`src/rtl/gf_poly_reducer.sv`:
```
// Reduces a 2W-bit product modulo POLY, either carry-less over GF(2) or as
// unsigned integer division. One reduction step per cycle, MSB shift first.
module gf_poly_reducer #(
  parameter int DATA_WIDTH = 4,
  parameter logic [DATA_WIDTH:0] POLY = 5'b10011
) (
  input  logic                      clk,
  input  logic                      rst_n,
  input  logic                      carry_option,
  input  logic                      in_valid,
  output logic                      in_ready,
  input  logic [2*DATA_WIDTH-1:0]   product,
  output logic                      out_valid,
  input  logic                      out_ready,
  output logic [DATA_WIDTH:0]       remainder,
  output logic [DATA_WIDTH-1:0]     quotient
);

  localparam int W  = DATA_WIDTH;
  localparam int CW = (W > 1) ? $clog2(W) : 1;
  localparam logic [2*W-1:0] POLY_EXT = (2*W)'(POLY);

  typedef enum logic [1:0] {IDLE, BUSY, DONE} state_t;

  state_t          state_reg;
  logic [2*W-1:0]  acc_reg;
  logic [2*W-1:0]  acc_next;
  logic [W-1:0]    quot_reg;
  logic [CW-1:0]   cnt_reg;
  logic            mode_reg;
  logic            in_ready_reg;
  logic            out_valid_reg;

  // POLY aligned to every shift position a reduction step can use
  logic [2*W-1:0]  poly_tab [W];

  generate
    for (genvar gi = 0; gi < W; gi++) begin : g_poly_tab
      assign poly_tab[gi] = POLY_EXT << gi;
    end
  endgenerate

  logic [2*W-1:0]  sel_poly;
  logic [2*W-1:0]  shifted;
  logic [2*W-1:0]  diff;
  logic            step_bit;

  always_comb begin
    sel_poly = poly_tab[cnt_reg];
    shifted  = acc_reg >> cnt_reg;
    diff     = acc_reg - sel_poly;
    // Integer mode cannot overflow: acc < POLY<<(s+1) holds before every step
    if (mode_reg) begin
      step_bit = (acc_reg >= sel_poly);
    end else begin
      step_bit = shifted[W];
    end
    acc_next = acc_reg;
    if (step_bit) begin
      acc_next = mode_reg ? diff : (acc_reg ^ sel_poly);
    end
  end

  always_ff @(posedge clk) begin
    if (!rst_n) begin
      state_reg     <= IDLE;
      acc_reg       <= '0;
      quot_reg      <= '0;
      cnt_reg       <= '0;
      mode_reg      <= 1'b0;
      in_ready_reg  <= 1'b1;
      out_valid_reg <= 1'b0;
    end else begin
      case (state_reg)
        IDLE: begin
          if (in_valid) begin
            acc_reg      <= product;
            mode_reg     <= carry_option;
            quot_reg     <= '0;
            cnt_reg      <= CW'(W - 1);
            in_ready_reg <= 1'b0;
            state_reg    <= BUSY;
          end
        end
        BUSY: begin
          acc_reg           <= acc_next;
          quot_reg[cnt_reg] <= step_bit;
          if (cnt_reg == '0) begin
            out_valid_reg <= 1'b1;
            state_reg     <= DONE;
          end else begin
            cnt_reg <= cnt_reg - 1'b1;
          end
        end
        DONE: begin
          if (out_ready) begin
            out_valid_reg <= 1'b0;
            in_ready_reg  <= 1'b1;
            state_reg     <= IDLE;
          end
        end
        default: begin
          out_valid_reg <= 1'b0;
          in_ready_reg  <= 1'b1;
          state_reg     <= IDLE;
        end
      endcase
    end
  end

  assign in_ready  = in_ready_reg;
  assign out_valid = out_valid_reg;
  assign remainder = acc_reg[W:0];
  assign quotient  = quot_reg;

endmodule

```
`config.mk`:
```
export PLATFORM = sky130hd
export DESIGN_NAME = gf_poly_reducer
export DESIGN_NICKNAME = d
export VERILOG_FILES = /design/src/rtl/gf_poly_reducer.sv
export SDC_FILE = /design/constraint.sdc
export NUM_CORES = 1
export LEC_CHECK = 0
export ABC_AREA = 1
export BUFFER_PORTS_ARGS = -buffer_cell sky130_fd_sc_hd__buf_4
export CAP_MARGIN = 20
export CELL_PAD_IN_SITES_DETAIL_PLACEMENT = 1
export CELL_PAD_IN_SITES_GLOBAL_PLACEMENT = 1
export CORE_ASPECT_RATIO = 0.9
export CORE_MARGIN = 4
export CORE_UTILIZATION = 35
export DETAILED_ROUTE_END_ITERATION = 10
export GPL_TIMING_DRIVEN = 0
export PLACE_DENSITY = 0.87
export SETUP_SLACK_MARGIN = 0.15
export SLEW_MARGIN = 20
export SYNTH_ARGS = -nofsm -noshare
export SYNTH_HDL_FRONTEND = slang
export SYNTH_SLANG_ARGS = --single-unit
```
`constraint.sdc`:
```
create_clock -name clk -period 2 [get_ports clk]
set_input_delay 0.2 -clock clk [delete_from_list [all_inputs] [get_ports clk]]
set_output_delay 0.2 -clock clk [all_outputs]
set_load 0.005 [all_outputs]
```
==> impl_results.rst <==
.. list-table::
   :header-rows: 1

   * - Metric
     - Value
   * - Mapped Nets
     - 249
   * - TritonCTS Buffers
     - 3
   * - Die boundary width
     - 75.7 um
   * - First-pass GRT wire length
     - 8230 um
   * - Placer congestion estimate
     - 0.785
   * - Number of vias after detailed routing
     - 1730
   * - Fin Clk Skew
     - 10.8 ps
   * - First-pass iteration count of the detailed router
     - 4
   * - Worst endpoint data arrival time
     - 2290 ps
   * - Highest net fanout along the worst path
     - 6
   * - Maximum root-to-sink buffer count
     - 2
   * - Placeable core region
     - 0.00384 mm2
   * - Minimum period implied by the final worst setup slack
     - 2120 ps
   * - Height of the chip
     - 69.0 um
   * - Fin area
     - 0.00216 mm2
   * - Utilization of the core after routing
     - 56.3%
   * - Highest clock frequency the design can meet
     - 0.473 GHz
   * - Violations in the final reports
     - negative setup slack
   * - Final Hold Vio Count
     - 0
   * - Overall global routing resource usage
     - 21.3%
   * - R2R Setup Slk
     - -120 ps
   * - Clk pin slew, worst setup/hold paths
     - 90 ps
   * - Initial core utilization
     - 37.7%
   * - Static leakage power
     - 1.01 nW
   * - Max Cap Viol
     - 0
   * - Fin nets
     - 299
   * - Number of distinct standard cells referenced by the synthesized netlist
     - 28
   * - Full die area
     - 0.00522 mm2
   * - Final setup violation count
     - 9
   * - Power per cell area
     - 863 mW/mm2
   * - CP endpoint kind
     - flop
   * - Sum of overflow across all layers after global routing
     - 0
   * - Synthesized flop and latch total
     - 19
   * - Filler instances
     - 483
   * - Syn avg cell area
     - 6.45 um2
   * - Element type at the critical path start
     - flop
   * - Insertion delay of the later-clocked pin in the worst-skew pair
     - 270 ps
   * - Part of the Yosys area used for sequential elements
     - 26.3%
   * - Via density per instance
     - 5.42
   * - Type of the worst setup path
     - flop to flop
   * - DRC violation total after the first TritonRoute iteration
     - 81
   * - Boundary pin count
     - 24
   * - Final worst path period share
     - 106%
   * - Wirelength, routed
     - 5980 um
   * - Slew of the pin with the lowest slew margin
     - 618 ps
   * - Dpl ws
     - -221 ps
   * - WL per Instance
     - 18.7 um
   * - Area added between synthesis and finish
     - 49.4%
   * - Share of layout cells above drive strength 1
     - 42.1%
   * - Hpwl dp
     - 3320 um
   * - Class of the tightest hold or removal check
     - input port to flop
   * - Antenna violations before repair
     - 0
   * - Root cell of the clock tree
     - clkbuf_8
   * - Antenna Diode Count
     - 0
   * - Data required, critical path
     - 2170 ps
   * - Clock net sink count
     - 19
   * - Summed instance area of the synthesized netlist
     - 0.00145 mm2
   * - # port buffers
     - 23
   * - Pins Over Slew Limit
     - 0
   * - CTS tree
     - done
   * - Rel. slew slack
     - 58.8%
   * - Total number of placement rows
     - 21
   * - Via count of the first global-routing pass
     - 1678
   * - Maximum number of pins on one net before global-route repair
     - 12
   * - Synth warn
     - 0
   * - Leading cell types in the layout, fill and taps excluded
     - nand2_1, buf_4, inv_1
   * - Final worst-path setup slack
     - -115 ps
   * - Result of the run
     - finished, violations left
   * - Number of flip-flops in the largest register
     - 8
   * - Cells after synthesis
     - 224
   * - Placed Area
     - 0.00172 mm2
   * - DRC violations left
     - 0
   * - Setup repair after global routing missed its margin
     - yes
   * - H-tree lvl count
     - 1
   * - Count of antenna-violating nets left after detailed routing
     - 0
   * - Maximum vdd drop
     - 0.000531 V
[layout make-up]
type,count,area (um2),area share (%)
multi-input combinational,165,1130,52.5
sequential,19,388,18.0
timing repair buffer,44,330,15.3
inverter,33,151,7.01
tap,46,57.6,2.67
buffer,8,51.3,2.38
clock buffer,3,41.3,1.91
clock inverter,1,5.00,0.232
[path summary, 6_finish.rpt]
kind,start,depth (start not counted),end
min reg2reg,in_ready,2,in_ready
min,out_ready,4,state_reg[1]
max,cnt_reg[0],14,acc_reg[5]
max reg2reg,cnt_reg[0],14,acc_reg[5]
[per-layer routing]
metal | vias up | global-route usage (%) | routed length [um] | part of all wire, %
met2 | 56 | 39.2 | 3070 | 51
met1 | 841 | 26.3 | 2480 | 42
met3 | 19 | 3.48 | 289 | 4.8
li1 | 814 | - | - | -
met4 | 0 | 3.28 | 130 | 2.2
met5 | - | 0 | 0 | 0
[cell usage after synthesis (all sizes together)]
master,number,area share [%]
nand2,61,17
inv,32,8.3
nor2,27,8.3
nand3,24,8.3
dfxtp,19,26
a21oi,15,6.2
o21ai,14,4.8
ha,11,9.5
buf,7,3.3
o211ai,3,1.6
a31oi,2,0.87
o21bai,2,1.0
a22o,1,0.61
clkbuf,1,0.26
clkinv,1,0.61
fa,1,1.4
nor3,1,0.35
o31ai,1,0.52
or2,1,0.43
[power breakdown]
| part | switching, W | internal, W |
|---|---|---|
| registers | 0.0000612 | 0.000424 |
| clock network | 0.000155 | 0.000139 |
| logic | 0.000628 | 0.000454 |
[critical path: stages (launching register included)]
cell,delay [ps]
dfxtp_4,390
inv_8,40
ha_4,280
inv_4,40
ha_4,260
nand2_2,70
nor2_2,40
nor2_2,170
nand2_2,100
nand2_2,90
nand2_4,80
nand2_8,100
nand2_4,80
o21bai_1,200
nor2_1,70
[cell families (layout without fill, tap and decap cells)]
| family | count (synthesis) | count (layout) | share of synthesized area, % |
|---|---|---|---|
| fa+ha+maj | 12 | 12 | 10.9 |
| compound gates | 38 | 38 | 15.7 |
| flops | 19 | 19 | 26.3 |
| simple gates | 114 | 115 | 34.6 |
| buf+inv | 41 | 89 | 12.5 |
[metrics by stage]
step	TNS, ps	std cells	hold slack [ps]	total power (W)
floorplan	0	224	328	0.000972
global placement	-832	293	444	0.00115
detailed placement	-1200	293	452	0.00118
CTS	-199	310	184	0.00162
global route	-1560	319	211	0.00197
finish	-715	319	204	0.00186
[repair_timing]
action	in CTS	in global routing
gates resized for setup	24	36
pin swaps	13	19
gates cloned	1	0
buffers inserted	12	9
setup endpoints to repair	12	12
hold buffers	0	0
Power figures use the tool's default switching activity.
